### config.mk
export PLATFORM = sky130hd
export DESIGN_NAME = ser_out_tx
export DESIGN_NICKNAME = d
export VERILOG_FILES = /design/src/rtl/ser_out_tx.sv
export SDC_FILE = /design/constraint.sdc
export NUM_CORES = 1
export LEC_CHECK = 0
export BUFFER_PORTS_ARGS = -buffer_cell sky130_fd_sc_hd__buf_2
export CORE_UTILIZATION = 54
export CTS_CLUSTER_SIZE = 20
export DETAILED_ROUTE_END_ITERATION = 8
export GPL_ROUTABILITY_DRIVEN = 0
export PLACE_DENSITY = 0.75
export SYNTH_ARGS = -nofsm -noshare
export SYNTH_HDL_FRONTEND = slang
export SYNTH_SLANG_ARGS = --single-unit
export TNS_END_PERCENT = 50
### constraint.sdc
create_clock -name Clk -period 3.8 [get_ports Clk]
set_clock_uncertainty 0.2 [all_clocks]
set_input_delay 0.57 -clock Clk [delete_from_list [all_inputs] [get_ports Clk]]
set_output_delay 0.57 -clock Clk [all_outputs]
set_load 0.05 [all_outputs]
### src/rtl/ser_out_tx.sv
// rtl/ser_out_tx.sv - FIFO-buffered UART-style serial transmitter, MSB first.
// Optional even-parity bit between data and stop: define TX_PARITY_EN.
module ser_out_tx #(
    parameter int DATA_W     = 32,
    parameter int FIFO_DEPTH = 4,
    parameter int DIV_W      = 8
) (
    input  logic                          Clk,
    input  logic                          Reset,
    input  logic [DATA_W-1:0]             Din,
    input  logic                          DinValid,
    output logic                          DinReady,
    input  logic [DIV_W-1:0]              ConfigDiv,
    output logic                          TxOut,
    output logic                          TxBusy,
    output logic                          TxDone,
    output logic [$clog2(FIFO_DEPTH):0]   FifoLevel
);
    localparam int AW = $clog2(FIFO_DEPTH);
    localparam int LW = AW + 1;
    localparam int IW = (DATA_W > 1) ? $clog2(DATA_W) : 1;

    typedef enum logic [2:0] {
        ST_IDLE,
        ST_START,
        ST_DATA,
`ifdef TX_PARITY_EN
        ST_PARITY,
`endif
        ST_STOP
    } state_t;

    logic [DATA_W-1:0] mem_q [FIFO_DEPTH];
    logic [AW-1:0]     wr_ptr_q, wr_ptr_d, rd_ptr_q, rd_ptr_d;
    logic [LW-1:0]     level_q, level_d;
    state_t            state_q, state_d;
    logic [DATA_W-1:0] shreg_q, shreg_d;
    logic [IW-1:0]     idx_q, idx_d;
    logic [DIV_W-1:0]  div_q, div_d, div_lat_q, div_lat_d;
    logic              tx_q, tx_d, busy_q, busy_d, done_q, done_d;
    logic              push, pop, bit_end, load;
`ifdef TX_PARITY_EN
    logic              par_q, par_d;
`endif

    assign DinReady  = (level_q != LW'(FIFO_DEPTH));
    assign FifoLevel = level_q;
    assign TxOut     = tx_q;
    assign TxBusy    = busy_q;
    assign TxDone    = done_q;

    always_comb begin
        push      = DinValid && DinReady;
        pop       = 1'b0;
        load      = 1'b0;
        bit_end   = (div_q == div_lat_q);
        state_d   = state_q;
        shreg_d   = shreg_q;
        idx_d     = idx_q;
        div_lat_d = div_lat_q;
        div_d     = div_q;
`ifdef TX_PARITY_EN
        par_d     = par_q;
`endif
        if (state_q != ST_IDLE) begin
            div_d = bit_end ? '0 : div_q + DIV_W'(1);
        end

        case (state_q)
            ST_IDLE:  load = (level_q != '0);
            ST_START: if (bit_end) state_d = ST_DATA;
            ST_DATA: begin
                if (bit_end) begin
                    if (idx_q == '0) begin
`ifdef TX_PARITY_EN
                        state_d = ST_PARITY;
`else
                        state_d = ST_STOP;
`endif
                    end else begin
                        idx_d   = idx_q - IW'(1);
                        shreg_d = shreg_q << 1;
                    end
                end
            end
`ifdef TX_PARITY_EN
            ST_PARITY: if (bit_end) state_d = ST_STOP;
`endif
            ST_STOP: begin
                if (bit_end) begin
                    if (level_q != '0) load = 1'b1;
                    else               state_d = ST_IDLE;
                end
            end
            default: state_d = ST_IDLE;
        endcase

        // Frame start: pop head word and freeze the bit rate for this frame.
        if (load) begin
            pop       = 1'b1;
            shreg_d   = mem_q[rd_ptr_q];
            idx_d     = IW'(DATA_W - 1);
            div_d     = '0;
            div_lat_d = ConfigDiv;
            state_d   = ST_START;
`ifdef TX_PARITY_EN
            par_d     = ^mem_q[rd_ptr_q];
`endif
        end

        wr_ptr_d = wr_ptr_q + (push ? AW'(1) : AW'(0));
        rd_ptr_d = rd_ptr_q + (pop ? AW'(1) : AW'(0));
        level_d  = level_q + (push ? LW'(1) : LW'(0)) - (pop ? LW'(1) : LW'(0));

        // Line outputs are registered, so derive them from the next state.
        case (state_d)
            ST_START:  tx_d = 1'b0;
            ST_DATA:   tx_d = shreg_d[DATA_W-1];
`ifdef TX_PARITY_EN
            ST_PARITY: tx_d = par_d;
`endif
            default:   tx_d = 1'b1;
        endcase
        busy_d = (state_d != ST_IDLE);
        done_d = (state_d == ST_STOP) && (div_d == div_lat_d);
    end

    always_ff @(posedge Clk) begin
        if (push) mem_q[wr_ptr_q] <= Din;
    end

    always_ff @(posedge Clk or negedge Reset) begin
        if (!Reset) begin
            wr_ptr_q  <= '0;
            rd_ptr_q  <= '0;
            level_q   <= '0;
            state_q   <= ST_IDLE;
            shreg_q   <= '0;
            idx_q     <= '0;
            div_q     <= '0;
            div_lat_q <= '0;
            tx_q      <= 1'b1;
            busy_q    <= 1'b0;
            done_q    <= 1'b0;
`ifdef TX_PARITY_EN
            par_q     <= 1'b0;
`endif
        end else begin
            wr_ptr_q  <= wr_ptr_d;
            rd_ptr_q  <= rd_ptr_d;
            level_q   <= level_d;
            state_q   <= state_d;
            shreg_q   <= shreg_d;
            idx_q     <= idx_d;
            div_q     <= div_d;
            div_lat_q <= div_lat_d;
            tx_q      <= tx_d;
            busy_q    <= busy_d;
            done_q    <= done_d;
`ifdef TX_PARITY_EN
            par_q     <= par_d;
`endif
        end
    end
endmodule

Word level (Yosys, flattened, before mapping)
Memory sizes are Yosys's and may differ from the RTL's.
Cells that the tools add are included.
{"block": "word_totals", "reg_bits": 66, "ramBits": 128, "inputBits": 43, "out_inout_bits": 7, "n_memories": 1}
{"block": "op_classes", "addsub": 6, "n_eq_ne": 10, "mux": 30, "n_reduce_logical": 10}
{"memory": "mem_q", "depth": 4, "word_bits": 32, "read_ports": 1, "rd_ports_with_merged_regs": 0, "write_ports": 1, "line_no": "33", "text": "logic [DATA_W-1:0] mem_q [FIFO_DEPTH];"}
{"operator": "32-bit 2-to-1 mux", "count": 4}
{"operator": "8-bit 2-to-1 mux", "count": 4}
{"operator": "5-bit 2-to-1 mux", "count": 4}
{"operator": "3-bit 2-to-1 mux", "count": 6}
{"operator": "8-bit equality test", "count": 2}
{"operator": "3-bit by 2-bit equality test with 1-bit output (second input constant)", "count": 4}
{"operator": "3-bit case mux with 4 select lines", "count": 1}
{"operator": "1-bit 2-to-1 mux", "count": 9}
{"operator": "3-bit nonzero test", "count": 3}
{"operator": "8-bit by 1-bit adder with 8-bit output (second input constant)", "count": 1}
{"operator": "3-bit by 1-bit equality test with 1-bit output (second input constant)", "count": 2}
{"operator": "5-bit zero test", "count": 1}
{"operator": "5-bit by 1-bit subtractor with 5-bit output (second input constant)", "count": 1}
{"operator": "2-bit by 1-bit adder with 2-bit output", "count": 2}
{"operator": "1-bit case mux with 2 select lines", "count": 2}
{"operator": "2-bit nonzero test", "count": 2}
{"operator": "3-bit by 1-bit adder with 3-bit output", "count": 1}
{"operator": "3-bit zero test", "count": 1}
{"operator": "3-bit inequality test (second input constant)", "count": 1}
{"operator": "3-bit AND reduction", "count": 1}
{"operator": "3-bit by 1-bit subtractor with 3-bit output", "count": 1}
{"operator": "1-bit logical AND", "count": 2}
{"operator": "2-bit inequality test (second input constant)", "count": 1}

Longest topological paths before layout
{"block": "logic_depth", "ltp_word": 7, "ltp_mapped": 15}

Worst setup path after synthesis
OpenSTA, ideal clock, no wires.
{"block": "synth_path", "path_kind": "register -> register", "from": "register level_q[1], in the netlist FifoLevel[1]", "to": "memory mem_q[1][0], enable pin", "setup_time_ns": 0.468, "arrival_ns": 3.827, "required_ns": 3.132, "path_slack_ns": -0.695, "stages_incl_launch_ff": 5, "n_path_buf": 0, "period_less_slack_ns": 4.495, "cell_sequence": "dfrtp_1 -> nor2_1 -> nand2_1 -> nand2_1 -> nor3b_1"}
{"block": "synth_between", "elab_chain_cells": 4}
{"element": "start: declaration", "line_no": "35", "text": "logic [LW-1:0] level_q, level_d;"}
{"element": "start signal: assignment", "line_no": "151", "text": "level_q <= level_d;"}
{"element": "3-bit inequality test", "line_no": "46", "text": "assign DinReady = (level_q != LW'(FIFO_DEPTH));"}
{"element": "net DinReady", "line_no": "12", "text": "output logic DinReady,"}
{"element": "1-bit logical AND", "line_no": "53", "text": "push = DinValid && DinReady;"}
{"element": "1-bit 2-to-1 mux", "line_no": "129", "text": "if (push) mem_q[wr_ptr_q] <= Din;"}
{"element": "1-bit 2-to-1 mux (not written as such)", "line_no": "129"}
{"element": "end: declaration", "line_no": "33"}
The timed path passes the listed nets, and every way through them passes these cells.

Final worst setup path
{"block": "layout_path", "from": "register level_q[1], in the netlist FifoLevel[1]", "to": "register level_q[2], in the netlist FifoLevel[2]"}
{"block": "layout_between", "elab_chain_cells": 7}
{"element": "3-bit nonzero test", "line_no": "70, 91"}
{"element": "1-bit 2-to-1 mux", "line_no": "91", "text": "if (level_q != '0) load = 1'b1;"}
{"element": "1-bit 2-to-1 mux", "line_no": "90", "text": "if (bit_end) begin"}
{"element": "1-bit case mux with 2 select lines", "line_no": "69", "text": "case (state_q)"}
{"element": "1-bit 2-to-1 mux", "line_no": "99", "text": "if (load) begin"}
{"element": "1-bit 2-to-1 mux", "line_no": "113", "text": "level_d = level_q + (push ? LW'(1) : LW'(0)) - (pop ? LW'(1) : LW'(0));"}
{"element": "3-bit by 1-bit subtractor with 3-bit output *", "line_no": "113"}
{"element": "net level_d[2]", "line_no": "35"}
Mark *: on every way through the listed nets, which the timed path passes. The rest lies on a longest branch.
A chain may end at the register's enable or synchronous reset.

==> impl_metrics.env <==
export IMPL_rsz0062_at_grt="no"
export IMPL_floorplan_initialDensity=0.564
export IMPL_io_buffers=49
export IMPL_yosysUniqueCellTypes=61
export IMPL_synthesis_area_per_instance_um2=15.7
export IMPL_first_iter_violations=330
export IMPL_fillcell_total=1013
export IMPL_globalRouteOverflowTotal=0
export IMPL_drt_pre_antenna_iters=5
export IMPL_cts_inserted_buffers=17
export IMPL_synth_top_cell_area_share=0.484
export IMPL_largest_net_degree_at_the_start_of_global_routing=41
export IMPL_holdCritPathClass="in -> reg"
export IMPL_ys_top_cells_by_area="edfxtp_1 48%, dfrtp_1 20%, mux4_2 9.1%, nand2_1 4.1%, a22oi_1 2.8%"
export IMPL_yosysMostFrequentCell="edfxtp_1"
export IMPL_rr_worst_depth=12
export IMPL_postSynthRegisterBits=194
export IMPL_worst_r2r_endpoint="FifoLevel[2]"
export IMPL_outcome="complete, no violations"
export IMPL_synth_warning_count=0
export IMPL_std_cell_core_area_um2=14100
export IMPL_fp_dieH_um=123
export IMPL_ys_flop_type="edfxtp_1"
export IMPL_core_rowCount=43
export IMPL_proportion_of_layout_cells_with_a_drive_suffix_above_1=0.251
export IMPL_timing_slew_headroom=0.415
export IMPL_report_final_setup_viol=0
export IMPL_fin_crit_ns=3.15
export IMPL_ys_seq_area_frac=0.692
export IMPL_clk_path_buf_depth=2
export IMPL_worstReg2RegStart="FifoLevel[1]"
export IMPL_number_of_primary_i_o_pins=50
export IMPL_post_cts_resized_instances=0
export IMPL_synth_top_cells_by_count="128 x edfxtp_1, 87 x nand2_1, 65 x dfrtp_1"
export IMPL_layout_setup_ws_ns=0.655
export IMPL_grt_antenna_before_repair=1
export IMPL_ir_drop_uv=393
export IMPL_clock_sinks=194
export IMPL_timing_worst_slew_pin_value_ns=0.877
export IMPL_crit_path_end="FifoLevel[2]"
export IMPL_synth_enable_flop_cells=128
export IMPL_clkLatencyLatePin_ns=0.43
export IMPL_routed_wire_length_per_instance_um=18.7
export IMPL_finish_utilization=0.641
export IMPL_cell_area_after_synthesis_um2=7950
export IMPL_synth_area_leader_cell="edfxtp_1"
export IMPL_startpoint_kind_of_the_worst_setup_timing_path="register"
export IMPL_worstSetupEndpointType="register"
export IMPL_syn_instance_count=507
export IMPL_deepest_level_of_the_cts_h_tree=4
export IMPL_syn2layout_area_growth_pct=13.8
export IMPL_final_period_utilization=0.828
export IMPL_grt_util_all_layers=0.211
export IMPL_routed_via_count=4491
export IMPL_cts_root_buf="clkbuf_16"
export IMPL_finalMaxSlewViolations=0
export IMPL_crit_path_start="FifoLevel[1]"
export IMPL_post_cts_buffers=0
export IMPL_fp_dieArea_um2=15200
export IMPL_finish_net_count=615
export IMPL_number_of_global_route_vias_before_repair=4536
export IMPL_cp_data_required_time_ns=3.95
export IMPL_route_detailed_drc=0
export IMPL_post_synthesis_async_set_or_reset_flop_share=0.340
export IMPL_worst_setup_path_type="reg -> reg"
export IMPL_detailedPlace_worstSlack_ns=0.651
export IMPL_postRouteAntennaNets=0
export IMPL_maxClockFrequency_ghz=0.318
export IMPL_pwr_density_cell_nw_per_um2=772
export IMPL_dieWidth_um=123
export IMPL_final_number_of_hold_violating_endpoints=0
export IMPL_post_dp_hpwl_um=8700
export IMPL_report_power_total_uw=6980
export IMPL_drt_wl_total_um=14200
export IMPL_cts_tree="done"
export IMPL_largest_fanout_on_the_critical_path=16
export IMPL_total_leakage_power_uw=0.00346
export IMPL_worst_r2r_setup_slack_ns=0.65
export IMPL_via_per_inst=5.92
export IMPL_sum_of_negative_setup_slack_ns=0
export IMPL_postSynthNetCount=558
export IMPL_max_capacitance_violation_count=0
export IMPL_wire_length_of_the_first_global_routing_pass_um=23200
export IMPL_crit_path_dat_ns=3.30
export IMPL_path_clk_slew_ns=0.07
[layout make-up]
cell class	count	area, um2	area share
repair buffers	61	338	0.0374
clock inverters	12	168	0.0185
well taps	180	225	0.0249
inverters	15	56.3	0.00623
diodes	1	2.50	0.000277
flip-flops and latches	194	5500	0.608
clock buffers	20	447	0.0494
multi-input cells	275	2310	0.255
[what timing repair did]
action	CTS	global route
setup endpoints to repair	0	0
hold buffers	1	0
hold endpoints to repair	27	0
[registers in the layout, indices dropped and copies added (netlist names), 2 cells and up]
name and cells:
FifoLevel 3, idx_q 5, rd_ptr_q 2, wr_ptr_q 2, shreg_q 32, state_q 3, div_q 8, div_lat_q 8
mem_q 128
[per-stage QoR]
stage / hold slack (ns) / instances / area, um2
floorplan: 0.0744 / 507 / 7960
global placement: 0.250 / 724 / 8410
detailed placement: 0.257 / 724 / 8410
CTS: 0.113 / 757 / 9040
global route: 0.130 / 757 / 9040
finish: 0.129 / 758 / 9040
[critical path, stage by stage, from the launching register on]
cell and delay (ns):
dfrtp_1 0.46, or3_1 0.49, nand3_1 0.21, nor4_4 0.07, nor2_4 0.34, inv_2 0.07, ha_1 0.29, inv_1 0.05
ha_1 0.13, inv_1 0.05, fa_1 0.37, xnor2_1 0.19, xnor2_1 0.14
[cell usage in the layout, fill, tap and decap left out, types with 7 or more instances in the layout]
master     count
nor3_1         8
ha_1           7
dfrtp_1       63
nand2_1       87
buf_2         49
xnor2_1       16
a22oi_1       30
edfxtp_1     128
xor2_1         7
inv_1         14
clkbuf_16     17
buf_4         11
mux4_2        32
a21oi_1       10
[worst min path at each step]
stage | depth (start not counted) | from | to | slack, ns
finish | 3 | ConfigDiv[5] | div_lat_q[5] | 0.13
global route | 3 | ConfigDiv[5] | div_lat_q[5] | 0.13
CTS | 3 | ConfigDiv[5] | div_lat_q[5] | 0.11
detailed placement | 2 | shreg_q[2] | shreg_q[2] | 0.26
global placement | 2 | shreg_q[24] | shreg_q[24] | 0.25
floorplan | 0 | Reset | FifoLevel[0] | 0.07
[routing by layer]
metal | up-vias | track usage | routed length [um]
met5 | - | 0 | 0
met4 | 0 | 0.0994 | 339
met3 | 30 | 0.0457 | 579
met2 | 119 | 0.333 | 7260
met1 | 2306 | 0.280 | 6030
li1 | 2036 | - | -
[kinds of logic after synthesis]
family          after synthesis  share of synthesized area
flops                       194                      0.692
simple gates                138                     0.0872
compound gates               70                     0.0636
buf+inv                      38                     0.0227
mux                          34                     0.0934
xor+xnor                     24                     0.0274
fa+ha+maj                     8                     0.0135
other cells                   1                   0.000472
[where the power goes]
| part | switching, uW | internal (uW) | total, uW |
|---|---|---|---|
| sequential | 387 | 2860 | 3240 |
| clock | 763 | 1070 | 1830 |
| combinational | 1080 | 827 | 1910 |
Power figures use the tool's default switching activity.
